==> src/rtl/minaret_mem_arbiter.sv <==
// Purpose : shares the minaret single memory port between instruction fetch (I) and data (D).
// Latency : grant one cycle after the request edge; response one cycle after the mem_rvalid edge.
// Backpres: mem_ready stalls the issue phase indefinitely; requesters hold req until their gnt.
//
// Port summary:
//   clk, reset                  clock and asynchronous active-low reset
//   i_req/i_addr/i_flush        fetch request side; i_gnt, i_rvalid, i_rdata back to fetch
//   d_req/d_we/d_addr/...       load/store request side; d_gnt, d_rvalid, d_rdata back to data
//   mem_req/mem_we/mem_addr/... memory request (held until mem_ready); mem_rvalid/mem_rdata response
//
// One transaction is outstanding at a time: IDLE (arbitrate) -> ISSUE (offer to memory)
// -> WAIT (await response) -> IDLE. D has fixed priority, except that after STARVE_MAX
// consecutive D grants with I waiting, I is forced to win the next arbitration.
module minaret_mem_arbiter #(
   parameter int ADDR_W     = 32,
   parameter int STARVE_MAX = 4
) (
   input  logic              clk,
   input  logic              reset,
   // instruction fetch requester
   input  logic              i_req,
   input  logic [ADDR_W-1:0] i_addr,
   input  logic              i_flush,
   output logic              i_gnt,
   output logic              i_rvalid,
   output logic [31:0]       i_rdata,
   // data load/store requester
   input  logic              d_req,
   input  logic              d_we,
   input  logic [ADDR_W-1:0] d_addr,
   input  logic [31:0]       d_wdata,
   input  logic [3:0]        d_wmask,
   output logic              d_gnt,
   output logic              d_rvalid,
   output logic [31:0]       d_rdata,
   // shared memory port
   output logic              mem_req,
   output logic              mem_we,
   output logic [ADDR_W-1:0] mem_addr,
   output logic [31:0]       mem_wdata,
   output logic [3:0]        mem_wmask,
   input  logic              mem_ready,
   input  logic              mem_rvalid,
   input  logic [31:0]       mem_rdata
);

   localparam logic [1:0] ST_IDLE  = 2'd0;
   localparam logic [1:0] ST_ISSUE = 2'd1;
   localparam logic [1:0] ST_WAIT  = 2'd2;

   localparam logic OWN_I = 1'b0;
   localparam logic OWN_D = 1'b1;

   localparam logic [3:0] STARVE_LIM = 4'(STARVE_MAX);

   logic [1:0] state;
   logic       owner;
   logic [3:0] starve_cnt;
   logic       drop_q;      // pending fetch response must be discarded

   logic in_idle;
   logic i_starved;
   logic d_win;
   logic i_win;
   logic flush_hit;
   logic resp_edge;

   assign in_idle   = (state == ST_IDLE);
   // I has waited through STARVE_MAX back-to-back D grants and still wants the port
   assign i_starved = i_req && (starve_cnt == STARVE_LIM);
   assign d_win     = in_idle && d_req && !i_starved;
   assign i_win     = in_idle && !d_win && i_req;
   // a flush only matters while a fetch is actually in flight
   assign flush_hit = i_flush && (owner == OWN_I) &&
                      ((state == ST_ISSUE) || (state == ST_WAIT));
   assign resp_edge = (state == ST_WAIT) && mem_rvalid;

   // ------------------------------------------------------------------
   // Sequencer and memory request registers
   // ------------------------------------------------------------------
   always_ff @(posedge clk or negedge reset) begin
      if (!reset) begin
         state     <= ST_IDLE;
         owner     <= OWN_I;
         i_gnt     <= 1'b0;
         d_gnt     <= 1'b0;
         mem_req   <= 1'b0;
         mem_we    <= 1'b0;
         mem_addr  <= '0;
         mem_wdata <= '0;
         mem_wmask <= '0;
      end else begin
         i_gnt <= 1'b0;
         d_gnt <= 1'b0;
         case (state)
            ST_IDLE: begin
               if (d_win) begin
                  state     <= ST_ISSUE;
                  owner     <= OWN_D;
                  d_gnt     <= 1'b1;
                  mem_req   <= 1'b1;
                  mem_we    <= d_we;
                  mem_addr  <= d_addr;
                  mem_wdata <= d_wdata;
                  mem_wmask <= d_wmask;
               end else if (i_win) begin
                  state     <= ST_ISSUE;
                  owner     <= OWN_I;
                  i_gnt     <= 1'b1;
                  mem_req   <= 1'b1;
                  mem_we    <= 1'b0;
                  mem_addr  <= i_addr;
                  mem_wdata <= '0;
                  mem_wmask <= 4'b1111;
               end
            end
            ST_ISSUE: begin
               // fields stay put after acceptance; only mem_req drops
               if (mem_ready) begin
                  mem_req <= 1'b0;
                  state   <= ST_WAIT;
               end
            end
            ST_WAIT: begin
               if (mem_rvalid) begin
                  state <= ST_IDLE;
               end
            end
            default: begin
               state   <= ST_IDLE;
               mem_req <= 1'b0;
            end
         endcase
      end
   end

   // ------------------------------------------------------------------
   // Anti-starvation counter: counts D grants taken while I was waiting
   // ------------------------------------------------------------------
   always_ff @(posedge clk or negedge reset) begin
      if (!reset) begin
         starve_cnt <= '0;
      end else if (in_idle) begin
         if (d_win && i_req) begin
            if (starve_cnt != STARVE_LIM) begin
               starve_cnt <= starve_cnt + 4'd1;
            end
         end else begin
            // I granted, or I not asking: the streak is broken
            starve_cnt <= '0;
         end
      end
   end

   // ------------------------------------------------------------------
   // Fetch flush: remember to swallow the response of a redirected fetch
   // ------------------------------------------------------------------
   always_ff @(posedge clk or negedge reset) begin
      if (!reset) begin
         drop_q <= 1'b0;
      end else if (resp_edge) begin
         drop_q <= 1'b0;
      end else if (flush_hit) begin
         drop_q <= 1'b1;
      end
   end

   // ------------------------------------------------------------------
   // Response routing back to the owner
   // ------------------------------------------------------------------
   always_ff @(posedge clk or negedge reset) begin
      if (!reset) begin
         i_rvalid <= 1'b0;
         i_rdata  <= '0;
         d_rvalid <= 1'b0;
         d_rdata  <= '0;
      end else begin
         i_rvalid <= 1'b0;
         d_rvalid <= 1'b0;
         if (resp_edge) begin
            if (owner == OWN_D) begin
               d_rvalid <= 1'b1;
               // stores are acknowledged with zero data
               d_rdata  <= mem_we ? 32'd0 : mem_rdata;
            end else if (!(drop_q || i_flush)) begin
               // a flush on the response edge itself also kills the response
               i_rvalid <= 1'b1;
               i_rdata  <= mem_rdata;
            end
         end
      end
   end

endmodule
==> config.mk <==
export PLATFORM = sky130hd
export DESIGN_NAME = minaret_mem_arbiter
export DESIGN_NICKNAME = d
export VERILOG_FILES = /design/src/rtl/minaret_mem_arbiter.sv
export SDC_FILE = /design/constraint.sdc
export NUM_CORES = 1
export LEC_CHECK = 0
export CORE_ASPECT_RATIO = 0.9
export CORE_UTILIZATION = 42
export DETAILED_ROUTE_END_ITERATION = 10
export MAX_ROUTING_LAYER = met4
export PLACE_DENSITY = 0.81
export SLEW_MARGIN = 10
export SYNTH_ARGS = -nofsm -noshare
export SYNTH_HDL_FRONTEND = slang
export SYNTH_SLANG_ARGS = --single-unit
==> constraint.sdc <==
create_clock -name clk -period 2.13 [get_ports clk]
set_input_delay 0.426 -clock clk [delete_from_list [all_inputs] [get_ports clk]]
set_output_delay 0.426 -clock clk [all_outputs]
set_load 0.02 [all_outputs]
## After elaboration in Yosys (flattened, before gate mapping)

Index checks and enable logic that the tools add are counted.

| word-level totals | value |
|---|---|
| register bits | 146 |
| bits in latches | 0 |
| memory bits (writable) | 0 |
| bits in read-only memories | 0 |
| output and inout bits | 138 |
| word-level logic and storage cells | 82 |
| memories | 0 |

| cells by class | value |
|---|---|
| $add $sub $neg | 1 |
| multipliers | 0 |
| div/mod/pow operators | 0 |
| order comparisons | 0 |
| equal/unequal tests | 8 |
| shift-type cells | 0 |
| muxes and demuxes | 33 |
| bitwise logic cells | 3 |
| reductions and logical operators | 22 |

Operator list:

| operator | number |
|---|---|
| $mux W32 | 5 |
| $mux W1 | 18 |
| $mux W4 | 4 |
| $logic_and A1 B1 Y1 | 9 |
| $reduce_and A3 Y1 | 3 |
| $mux W2 | 4 |
| $pmux W2 S3 | 1 |
| $reduce_and A2 Y1 | 3 |
| $add A4 B1 Y4 const B | 1 |
| $eq A4 B3 Y1 const B | 1 |
| $ne A2 B2 Y1 const B | 2 |
| $ne A4 B3 Y1 const B | 1 |
| $reduce_bool A2 Y1 | 2 |
| $ne A3 B1 Y1 const B | 1 |
| $not A1 Y1 | 3 |
| $pmux W1 S3 | 1 |
| $eq A2 B1 Y1 const B | 1 |
| $eq A2 B2 Y1 const B | 1 |
| $logic_not A1 Y1 | 2 |
| $logic_not A2 Y1 | 1 |
| $logic_or A1 B1 Y1 | 2 |
| $ne A2 B1 Y1 const B | 1 |

## Longest topological paths before layout

| logic depth | value |
|---|---|
| depth in word-level cells | 10 |
| depth in mapped cells | 8 |
| gate-level depth less buffers | 6 |

## Least setup slack after synthesis

No wires, ideal clock.

| timing path | value |
|---|---|
| path type | flip-flop to flip-flop |
| start point | register state[0] |
| end point | register i_rdata[10] |
| library setup time | 0.125 ns |
| arrival time | 1.628 ns |
| required time | 2.005 ns |
| setup slack | 0.377 ns |
| stages on the path, launching flop included | 7 |
| cell sequence | dfrtp_1 > inv_1 > ha_1 > nand2_1 > nor4_4 > buf_4 > mux2_2 |

| on the way | value |
|---|---|
| word-level cells in the longest chain between the ends | 3 |

RTL lines:

| item | line | RTL |
|---|---|---|
| start: declaration | 56 | `logic [1:0] state;` |
| start signal: assignment | 83 | `state <= ST_IDLE;` |
| start signal: assignment | 98 | `state <= ST_ISSUE;` |
| start signal: assignment | 107 | `state <= ST_ISSUE;` |
| $eq A2 B2 Y1 | 76 | `assign resp_edge = (state == ST_WAIT) && mem_rvalid;` |
| $logic_and A1 B1 Y1 | 76 |  |
| $reduce_and A3 Y1 (no source line) | n/a |  |
| end signal: assignment | 188 | `i_rdata <= mem_rdata;` |
| end: declaration | 26 | `output logic [31:0] i_rdata,` |

Every way passes these cells.
A chain may end at the register's enable or synchronous reset.

## Worst setup path after layout

| timing path | value |
|---|---|
| start point | register state[0] |
| end point | register mem_addr[30] |

| on the way | value |
|---|---|
| word-level cells in the longest chain between the ends | 8 |

RTL lines:

| item | line | RTL |
|---|---|---|
| $logic_not A2 Y1 * | 68 | `assign in_idle = (state == ST_IDLE);` |
| via in_idle | 61 | `logic in_idle;` |
| $logic_and A1 B1 Y1 (2 in a row) | 71 | `assign d_win = in_idle && d_req && !i_starved;` |
| $logic_not A1 Y1 | 72 | `assign i_win = in_idle && !d_win && i_req;` |
| $logic_and A1 B1 Y1 (2 in a row) | 72 |  |
| $reduce_bool A2 Y1 (no source line) | n/a |  |
| $reduce_and A2 Y1 (no source line) | n/a |  |
| end signal: assignment | 103 | `mem_addr <= d_addr;` |
| end signal: assignment | 112 | `mem_addr <= i_addr;` |
| end: declaration | 39 | `output logic [ADDR_W-1:0] mem_addr,` |

The timed path passes the listed nets; every way through them passes the cells marked *.

==> metrics <==
Antenna Diode Count=0; crit end category=flop; drt first pass iters=4; Final Non-Filler Cells=991; Skew-Pair Late Insertion Delay=0.42 ns; Max Cap Violations=0; Max Freq=0.523 GHz; I/O Buffers=277; RSZ-0062 raised after global routing=false; Syn Area/Cell=12.0 sq um; Post-synth EDFFs=0; CP startpoint kind=flop; top_reg_cell synth=dfrtp_1; worst setup path start=state[0]; status=finished, final reports clean; FF-to-FF path depth=5; Final Max Tran Viols=0; worst-case clock buffer depth=2; pwr/cell area=1560 nW/um^2; CP max FO=19; #FFs+latches synth=146; Finish-stage setup viols=0; Syn Inst Count=510; Inserted Clock Buffers=17; layout cell share with drive strength beyond 1=12.4%; clk sink count=146; Final Hold Vio Count=0; Synth cell types=36; area of the core=14200 sq um; first-pass GRT wire length=26400 um; asr flop ratio synth=100%; drt total wl=17200 um; Rel. slew slack=56.8%; DRT iter0 DRCs=197; Die Y=117 um; worst r2r src=state[0]; nets=932; Worst Tran Pin Value=0.648 ns; Die Wd=129 um; Hold Path Class=reg -> reg; Initial Util=43.3%; worst r2r dst=mem_addr[30]; initial antenna violation count=0; VDD IR max=1.00 mV; Fill cells=1019; top-level port count=278; Synth Net Count=657; sequential area share after synthesis=59.6%; WP data arrival=2.25 ns; Via density=5.13; worst endpoint required time=2.47 ns; total global routing overflow=0; htree depth=4; root buffer cell=clkbuf_16; Fin Setup TNS=0 ns; LEAKAGE=4.36 nW; WL/cell=17.3 um; YS warnings=0; DRC viols=0; dpl cells=958; vias=5086; clk slew on worst S/H paths=0.06 ns; skew final=0.00942 ns; Routed Antenna Nets=0; reg2reg setup slack=0.22 ns; period utilization=89.7%; GP Congestion=0.757; FP Rows=41; kind of critical path=reg -> reg; Area Growth Syn to Fin=60.1%; Critical Path End=mem_addr[30]; DIE AREA=15100 sq um; DP HPWL=12200 um; vias in the first global route=5206; pin count of the biggest net entering global routing=66; Final min period=1.91 ns; Post-Syn Area=6130 sq um; CTS tree=yes; all-layer global routing usage=24.0%
critical path, stage by stage, from the launching register on:
cell and delay (ns):
dfrtp_1 0.41, inv_1 0.13, ha_1 0.36, o21a_1 0.60, o211ai_1 0.22, o211ai_2 0.10
repair_timing:
action                    4_1_cts  5_1_grt
hold buffers                    1        0
hold endpoints to repair       24        0
setup buffers                   0        0
resized for setup               0        0
synth_stat cells, types with 2 or more instances:
cell      number  area share (%)
dfrtp_1      146              60
nand2_1       54             3.3
nand2b_1      34             3.5
a22o_1        33             4.7
mux2_2        33             6.1
o21ai_0       33             2.7
inv_1         22             1.3
clkbuf_1      19             1.2
mux2i_1       18             2.9
nor3_1        18             1.5
o211ai_1      18             2.2
a21oi_1       17             1.4
o211ai_2      12             2.4
buf_6          8             1.5
ha_1           7             1.4
buf_2          5            0.41
nand3_1        4            0.33
o22a_1         4            0.57
buf_4          3            0.37
nor2_1         3            0.18
buf_1          2            0.12
o21a_1         2            0.24
o311ai_0       2            0.29
layer usage:
layer	vias to the layer above	part of all wire (%)	global-route usage (%)
met2	215	52	41.9
met1	2492	39	25.2
li1	2348	-	-
met5	-	0	-
met4	0	2.2	11.0
met3	31	7.0	7.05
power breakdown:
group / internal, mW / total [mW] / switching, mW
logic: 3.60 / 7.23 / 3.63
clock network: 2.05 / 3.24 / 1.20
registers: 4.06 / 4.81 / 0.757
total: 9.70 / 15.3 / 5.58
placed cells by master, fill, tap and decap left out, drive strengths merged, types with 16 or more instances in the layout:
cell type,n
buf,16
dfrtp,146
nand2b,34
inv,28
mux2,34
a22o,33
nor3,18
clkdlybuf4s50,276
o21ai,33
nand2,55
clkbuf,19
a21oi,17
mux2i,18
o211ai,30
metrics by stage:
step / hold slack (ns) / setup WS (ns) / cell area [sq um] / utilization [%] / total power [mW]
after floorplan: 0.130 / 0.377 / 6130 / - / 8.52
after global placement: 0.430 / 0.151 / 9160 / 64.7 / 11.8
after detailed placement: 0.442 / 0.0684 / 9160 / 64.7 / 12.1
after CTS: 0.486 / 0.222 / 9820 / 69.4 / 15.4
after global routing: 0.503 / 0.0444 / 9820 / 69.4 / 16.1
final: 0.476 / 0.219 / 9820 / 69.4 / 15.3
kinds of logic after synthesis:
kind of cell,Yosys count,synth area share (%)
AND/OR/NAND/NOR,121,9.93
AO/OA/AOI/OAI,124,15.0
adder cells (fa/ha/maj),7,1.43
buffers and inverters,60,4.94
flip-flops,146,59.6
multiplexers,52,9.18
state kept, by name (all words and copies together), names as in the netlist, 2 cells and up:
register    count
mem_addr       32
d_rdata        32
mem_wmask       4
starve_cnt      4
i_rdata        32
mem_wdata      32
state           2
how the worst min path moves through the flow:
| stage | endpoint | cells after the start | start |
|---|---|---|---|
| global placement | mem_wdata[4] | 1 | reset |
| CTS | d_rdata[19] | 2 | d_rdata[19] |
| detailed placement | mem_wdata[4] | 1 | reset |
| finish | d_rdata[19] | 2 | d_rdata[19] |
| global route | d_rdata[19] | 2 | d_rdata[19] |
| floorplan | d_gnt | 0 | reset |
cell type report:
class	count	area, sq um	share of cell area, %
Sequential cell	146	3650	37.2
Timing Repair Buffer	293	3000	30.5
Multi-Input combinational cell	304	2190	22.3
Clock buffer	19	453	4.61
Tap cell	193	241	2.46
Clock inverter	13	196	2.00
Inverter	23	86.3	0.879
Power figures use the tool's default switching activity.
